--- src/rtl/lap_memory.sv ---
// lap_memory: lap timestamp ring buffer with aged random-access reads; define LAP_MEMORY_DELTA_EN to store splits instead of absolute times
module lap_memory #(
  parameter int DEPTH = 8,
  parameter int IDX_W = 3,
  parameter int TS_W  = 28
) (
  input  logic             clock,
  input  logic             reset,
  input  logic [TS_W-1:0]  timestamp,
  input  logic             lap_req,
  input  logic             clear_req,
  input  logic             rd_req,
  input  logic [IDX_W-1:0] rd_idx,
  output logic             rd_valid,
  output logic [TS_W-1:0]  rd_data,
  output logic             rd_hit,
  output logic [IDX_W:0]   lap_count,
  output logic             full,
  output logic             reg_busy
);
  typedef enum logic [1:0] {IDLE, CAPTURE, CLEAR} state_t;
  localparam logic [IDX_W:0]   DEPTH_C = (IDX_W+1)'(DEPTH);
  localparam logic [IDX_W-1:0] LAST    = IDX_W'(DEPTH - 1);
  state_t state, next_state;
  logic armed, lap_q, clr_q, lap_pend, clr_pend;
  logic lap_edge, clr_edge, enter_capture, enter_clear, clear_done;
  logic hit, s1_valid, s1_hit;
  logic [IDX_W-1:0] wr_ptr, clr_ptr, rd_addr;
  logic [TS_W-1:0] entry, s1_data;
  logic [TS_W-1:0] mem [DEPTH];
  assign lap_edge      = armed & lap_req & ~lap_q;
  assign clr_edge      = armed & clear_req & ~clr_q;
  assign enter_clear   = state == IDLE && clr_pend;
  assign enter_capture = state == IDLE && !clr_pend && lap_pend;
  assign clear_done    = state == CLEAR && clr_ptr == LAST;
  assign reg_busy      = state != IDLE;
  assign full          = lap_count == DEPTH_C;
  assign rd_addr       = wr_ptr - IDX_W'(1) - rd_idx;
  assign hit           = rd_req && state != CLEAR && {1'b0, rd_idx} < lap_count;
`ifdef LAP_MEMORY_DELTA_EN
  logic [TS_W-1:0] lap_prev;
  logic [7:0] f_ms, f_s, f_m, f_h;
  function automatic logic [7:0] sub_field(input logic [6:0] a, input logic [6:0] b, input logic bin, input logic [6:0] radix);
    logic [7:0] d;
    logic [6:0] w;
    d = {1'b0, a} - {1'b0, b} - {7'd0, bin};
    w = d[6:0] + radix;
    return d[7] ? {1'b1, w} : {1'b0, d[6:0]};
  endfunction
  // split against the previous capture with per-field borrow; a negative total keeps absolute time
  always_comb begin
    f_ms  = sub_field(timestamp[6:0], lap_prev[6:0], 1'b0, 7'd100);
    f_s   = sub_field(timestamp[13:7], lap_prev[13:7], f_ms[7], 7'd60);
    f_m   = sub_field(timestamp[20:14], lap_prev[20:14], f_s[7], 7'd60);
    f_h   = sub_field(timestamp[27:21], lap_prev[27:21], f_m[7], 7'd100);
    entry = f_h[7] ? timestamp : {f_h[6:0], f_m[6:0], f_s[6:0], f_ms[6:0]};
  end
  // previous capture time, forgotten by a completed clear
  always_ff @(posedge clock or posedge reset)
    if (reset) lap_prev <= '0;
    else if (state == CAPTURE) lap_prev <= timestamp;
    else if (clear_done) lap_prev <= '0;
`else
  assign entry = timestamp;
`endif
  // request edge detection and one-deep pending flags; the first cycle after reset is masked so held levels never fire
  always_ff @(posedge clock or posedge reset)
    if (reset) begin
      armed    <= 1'b0;
      lap_q    <= 1'b0;
      clr_q    <= 1'b0;
      lap_pend <= 1'b0;
      clr_pend <= 1'b0;
    end else begin
      armed    <= 1'b1;
      lap_q    <= lap_req;
      clr_q    <= clear_req;
      clr_pend <= clr_edge | (clr_pend & ~enter_clear);
      lap_pend <= ~clr_edge & (lap_edge | (lap_pend & ~enter_capture));
    end
  // state register
  always_ff @(posedge clock or posedge reset)
    if (reset) state <= IDLE;
    else state <= next_state;
  // next state: clear beats lap, capture lasts one cycle, clear walks every slot
  always_comb begin
    next_state = state == IDLE    ? (clr_pend ? CLEAR : lap_pend ? CAPTURE : IDLE) :
                 state == CAPTURE ? IDLE :
                 clear_done       ? IDLE : CLEAR;
  end
  // write pointer, wipe pointer and saturating entry count
  always_ff @(posedge clock or posedge reset)
    if (reset) begin
      wr_ptr    <= '0;
      clr_ptr   <= '0;
      lap_count <= '0;
    end else if (clear_done) begin
      wr_ptr    <= '0;
      clr_ptr   <= '0;
      lap_count <= '0;
    end else if (state == CLEAR) clr_ptr <= clr_ptr + IDX_W'(1);
    else if (state == CAPTURE) begin
      wr_ptr    <= wr_ptr + IDX_W'(1);
      lap_count <= full ? lap_count : lap_count + (IDX_W+1)'(1);
    end else if (enter_clear) clr_ptr <= '0;
  // lap storage, written by captures and zeroed by clears
  always_ff @(posedge clock)
    if (state == CAPTURE) mem[wr_ptr] <= entry;
    else if (state == CLEAR) mem[clr_ptr] <= '0;
  // two-stage read: the slot is sampled in the request cycle so a same-cycle capture returns old data
  always_ff @(posedge clock or posedge reset)
    if (reset) begin
      s1_valid <= 1'b0;
      s1_hit   <= 1'b0;
      s1_data  <= '0;
      rd_valid <= 1'b0;
      rd_hit   <= 1'b0;
      rd_data  <= '0;
    end else begin
      s1_valid <= rd_req;
      s1_hit   <= hit;
      s1_data  <= hit ? mem[rd_addr] : '0;
      rd_valid <= s1_valid;
      rd_hit   <= s1_hit;
      rd_data  <= s1_data;
    end
endmodule

--- config.mk ---
export PLATFORM = sky130hd
export DESIGN_NAME = lap_memory
export DESIGN_NICKNAME = d
export VERILOG_FILES = /design/src/rtl/lap_memory.sv
export SDC_FILE = /design/constraint.sdc
export NUM_CORES = 1
export LEC_CHECK = 0
export ABC_AREA = 1
export BUFFER_PORTS_ARGS = -buffer_cell sky130_fd_sc_hd__buf_2
export CAP_MARGIN = 20
export CORE_MARGIN = 3
export CORE_UTILIZATION = 25
export CTS_BUF_LIST = sky130_fd_sc_hd__clkbuf_8
export DETAILED_ROUTE_END_ITERATION = 8
export GPL_TIMING_DRIVEN = 0
export MAX_ROUTING_LAYER = met4
export PLACE_DENSITY = 0.42
export SLEW_MARGIN = 30
export SYNTH_ARGS = -nofsm -noshare
export SYNTH_HDL_FRONTEND = slang
export SYNTH_SLANG_ARGS = --single-unit
--- constraint.sdc ---
create_clock -name clock -period 8.63 [get_ports clock]
set_input_delay 0.863 -clock clock [delete_from_list [all_inputs] [get_ports clock]]
set_output_delay 0.863 -clock clock [all_outputs]
set_load 0.03 [all_outputs]
# ---- Word-level counts from Yosys, hierarchy flattened
# Memory sizes are Yosys's and may differ from the RTL's.
# Index checks and enable logic that the tools add are counted.
dict set report word_totals {
  output_inout_bits 36
  input_bits 36
  memories 1
  mem_bits_rw 224
  elab_cells 84
  regBits 77
}
# name depth width rd rd_ports_with_merged_regs write_ports line_no
set mem_list {}
lappend mem_list {mem 8 28 1 0 1 30} ;# logic [TS_W-1:0] mem [DEPTH];
dict set report op_classes {
  mux 25
  order_cmp 1
  n_eq_ne 8
  n_reduce_logical 15
  n_addsub 5
  n_bitwise 14
}
# cell count
set ops {}
lappend ops {{two-way mux 28 bit} 2}
lappend ops {{OR reduction 28 bit} 1}
lappend ops {{two-way mux 3 bit} 8}
lappend ops {{two-way mux 4 bit} 4}
lappend ops {{two-way mux 2 bit} 4}
lappend ops {{AND 1 bit} 7}
lappend ops {{two-way mux 1 bit} 7}
lappend ops {{adder 3 x 1 -> 3 bit, second input constant} 2}
lappend ops {{logical AND 1 bit} 6}
lappend ops {{NOT 1 bit} 5}
lappend ops {{adder 4 x 1 -> 4 bit, second input constant} 1}
lappend ops {{equality test 4 bit, second input constant} 1}
lappend ops {{less-than comparator 3 x 4 -> 1 bit} 1}
lappend ops {{inequality test 2 bit, second input constant} 2}
lappend ops {{AND reduction 2 bit} 2}
lappend ops {{nonzero test 2 bit} 2}
lappend ops {{equality test 3 bit, second input constant} 1}
lappend ops {{inequality test 3 bit, second input constant} 1}
lappend ops {{AND reduction 3 bit} 1}
lappend ops {{nonzero test 3 bit} 1}
lappend ops {{subtractor 3 x 1 -> 3 bit, second input constant} 1}
lappend ops {{subtractor 3 bit} 1}
lappend ops {{equality test 2 x 1 -> 1 bit, second input constant} 1}
lappend ops {{equality test 2 bit, second input constant} 1}
lappend ops {{4 further kinds} 5}

# ---- Logic depth before layout (Yosys ltp)
dict set report logic_depth {
  depth_word 7
  depth_mapped 12
  mapped_depth_nobuf 11
}

# ---- Least setup slack after synthesis
# OpenSTA, ideal clock, no wires.
dict set report synth_path {
  kind {reg2reg}
  start {register state[0]}
  end {memory mem[4][0], enable pin}
  n_path_buf 1
  period_less_slack_ns 2.717
  setup_ns 0.413
  path_slack_ns 5.913
  t_arrival_ns 2.304
  stages_incl_launch_ff 7
  required_ns 8.217
  path_cell_list {dfrtp_1 > inv_1 > ha_1 > buf_6 > o21ai_0 > nand2_1 > nor2_1}
}
dict set report synth_via {
  elab_chain_len 6
  elab_cells_between_ends 10
  cone_classes {2 x eq/ne; 7 x mux; 1 x reduce/logical}
}
# element line_no
set synth_lines {}
lappend synth_lines {{start, declared} 24} ;# state_t state, next_state;
lappend synth_lines {{start signal, assigned} 84} ;# else state <= next_state;
lappend synth_lines {{equality test 2 bit} 109} ;# else if (state == CLEAR) mem[clr_ptr] <= '0;
lappend synth_lines {{two-way mux 1 bit} 109}
lappend synth_lines {{two-way mux 1 bit} 108} ;# if (state == CAPTURE) mem[wr_ptr] <= entry;
lappend synth_lines {{two-way mux 1 bit (implied by the code)} 109}
lappend synth_lines {{OR reduction 28 bit (no source line)} n/a}
lappend synth_lines {{two-way mux 3 bit (no source line) / two-way mux 1 bit (equally long branches)} n/a}
lappend synth_lines {{end, declared} 30}
# Several ways; a longest one is shown, not always the timed one.

# ---- Final worst setup path
dict set report layout_path {
  start {register wr_ptr[0]}
  end {register s1_data[15]}
}
dict set report layout_via {
  elab_chain_len 4
}
# element line_no
set layout_lines {}
lappend layout_lines {{start, declared} 28} ;# logic [IDX_W-1:0] wr_ptr, clr_ptr, rd_addr;
lappend layout_lines {{start signal, assigned} 103} ;# wr_ptr <= wr_ptr + IDX_W'(1);
lappend layout_lines {{subtractor 3 x 1 -> 3 bit} 38} ;# assign rd_addr = wr_ptr - IDX_W'(1) - rd_idx;
lappend layout_lines {{subtractor 3 bit} 38}
lappend layout_lines {{memory (8 x 28 bit)} n/a}
lappend layout_lines {{two-way mux 28 bit} 122} ;# s1_data <= hit ? mem[rd_addr] : '0;
lappend layout_lines {{end signal, assigned} 122}
lappend layout_lines {{end, declared} 29} ;# logic [TS_W-1:0] entry, s1_data;
# Every way passes these cells.
# A chain may end at the register's enable or synchronous reset.

==> results.yml <==
outcome:
  status: "completed"
die:
  num_rows: 79
  die_h_um: 224
  die_w_um: 224
  core_area_um2: 46700
  start_util: 0.254
  io_pins: 72
  dieArea_um2: 50000
critical_path:
  worstPathMaxFanout: 10
  critical_path_class: "reg -> reg"
  critPathArrivalTime_ns: 3.08
  cp-end-kind: "flop"
  required_ns: 9.04
  reg2reg_depth: 9
  critPathLaunchType: "flop"
clocking:
  cts-resized-gates: 0
  clk_latency_ns: 0.58
  clock_sinks: 301
  cts_root_buf: "clkbuf_8"
  cts_tree: "yes"
  path_clk_slew_ns: 0.06
  postCtsSetupBuffers: 0
  clk_path_buf_depth: 3
  htreeDepth: 2
  numCtsBuffers: 51
  holdBufCountCts: 0
cells_and_area:
  fin_util: 0.305
  nNetsFinal: 1221
  drive_above_1_share: 0.160
  n_fill_cell: 4840
  area_growth_pct: 20.1
  fin_area_um2: 14200
timing:
  worst-slew-pin-transition_ns: 0.822
  relSlewSlack: 0.452
  max_freq_mhz: 374
  finalSetupTns_ns: 0
  report.final.slew_viol_count: 0
  clock_skew_ns: 0.0183
  rsz0062_at_grt: "no"
  post-route-period-util: 0.310
  fin_crit_ns: 2.68
  holdWs_ns: 0.277
  hold_viol_final: 0
  setup_violations: 0
synthesis:
  synth-seq-cells: 301
  synth_cell_type_count: 23
  synthTopCellsByArea: "edfxtp_1, dfrtp_1, nand2_1"
  async_flop_share: 0.256
  yosysMostFrequentCell: "nand2_1"
  synth_ff_type: "edfxtp_1"
  yosysWarningCount: 0
  ys_seq_area_frac: 0.731
  synth_common_cells: "nand2_1, edfxtp_1, nand3_1"
  synth_enable_flop_cells: 224
  yosysTopAreaCellShare: 0.568
  syn_area_um2: 11800
  syn_nets: 1087
  synth_cells: 1038
  avgSynthCellArea_um2: 11.4
  yosysTopAreaCell: "edfxtp_1"
job:
  maxCapViolCount: 0
drt:
  wire_per_inst_um: 16.5
  wl_mm: 30.0
  vias: 7439
  drc_errors: 0
  drt_pre_antenna_iters: 4
  ant_nets: 0
  drt_iter0_drc: 398
  viasPerCell: 4.08
placed_design:
  dp.final_hpwl_mm: 19.7
  portBuffers: 71
  placed_area_um2: 13300
  gp_congestion: 0.715
grt:
  grt_pass1_vias: 7599
  grt_pass1_wl_mm: 45.7
  gr-usage-all-layers: 0.124
  grt_max_degree: 41
  grt.overflow.total: 0
  antenna_found_initial: 0
power_and_ir_drop:
  leakage_nw: 6.19
  power_density_nw_per_um2: 346
  vdd_drop_max_v: 0.000122
  total_power_w: 0.00491
min_path:
  min_path_type: "in -> async"
## cell families after synthesis
family / share of synthesized area
AO/OA/AOI/OAI: 0.00772
XOR/XNOR: 0.000740
adder cells (fa/ha/maj): 0.0144
buffers and inverters: 0.0406
flip-flops: 0.731
other: 0.000317
AND/OR/NAND/NOR: 0.205
## stage by stage
| step | cells | worst slack [ns] |
|---|---|---|
| floorplan | 1038 | 5.80 |
| global placement | 1716 | 4.36 |
| detailed placement | 1726 | 5.34 |
| CTS | 1821 | 5.89 |
| global route | 1821 | 5.79 |
| finish | 1822 | 5.95 |
## flip-flops by register name (all words and copies together) (netlist names), 2 cells and up
signal     flops
wr_ptr         3
s1_data       28
clr_ptr        3
lap_count      4
rd_data       28
state          2
mem          224
## final cells by class
type                            instances  area (um2)  area share
Multi-Input combinational cell        635        2760       0.194
Inverter                               54         208      0.0146
Sequential cell                       301        8650       0.609
Clock inverter                         38         149      0.0105
Buffer                                 48         278      0.0195
Antenna cell                            1        2.50    0.000176
Tap cell                              607         759      0.0534
Clock buffer                           57         785      0.0552
Timing Repair Buffer                   81         618      0.0435
## worst paths after layout
kind | start | end | slack, ns
setup / recovery | wr_ptr[0]$_DFFE_PP0P_ | s1_data[15]$_DFF_PP0_ | 5.95
hold / removal | reset | rd_data[4]$_DFF_PP0_ | 0.28
setup reg to reg | wr_ptr[0]$_DFFE_PP0P_ | s1_data[15]$_DFF_PP0_ | 5.95
hold reg to reg | s1_data[24]$_DFF_PP0_ | rd_data[24]$_DFF_PP0_ | 0.34
max in group asynchronous | reset | s1_data[19]$_DFF_PP0_ | 7.79
min in group clock | s1_data[24]$_DFF_PP0_ | rd_data[24]$_DFF_PP0_ | 0.34
## routing by layer
metal,track usage,routed length [um]
met1,0.160,14000
met2,0.196,14000
met3,0.0224,1150
met4,0.0425,790
met5,-,0
## critical path: stages, from the launching register on
cell and delay [ns]:
dfrtp_1 0.43, ha_1 0.21, fa_1 0.58, buf_4 0.22, clkbuf_1 0.51, nand3_1 0.22, nand2_1 0.12, nand2_1 0.05
nand2_1 0.08, nor2_1 0.06
## cell usage in the layout, fill, tap and decap left out, types with 2 or more instances in the layout
cell	synthesis	routed
clkinv_1	0	2
o21ai_1	1	2
nor2_1	76	68
clkbuf_8	0	57
dfrtp_1	77	77
nor2_4	0	8
buf_6	4	4
a21oi_1	5	5
ha_1	12	12
nand3_1	123	123
nand2_1	398	398
nand2_2	2	2
inv_2	2	2
edfxtp_1	224	224
inv_1	52	82
clkinv_2	0	5
buf_16	0	9
buf_4	10	10
buf_2	24	95
clkbuf_1	10	10
o21ai_0	11	10
## where the power goes
| part | internal (W) | total, W | switching, W |
|---|---|---|---|
| Sequential | 0.00206 | 0.00214 | 0.0000833 |
| Clock | 0.000601 | 0.00117 | 0.000567 |
| Combinational | 0.000472 | 0.00161 | 0.00113 |
| Total | 0.00313 | 0.00491 | 0.00178 |
Note: power is estimated with default switching activity, not from simulation.
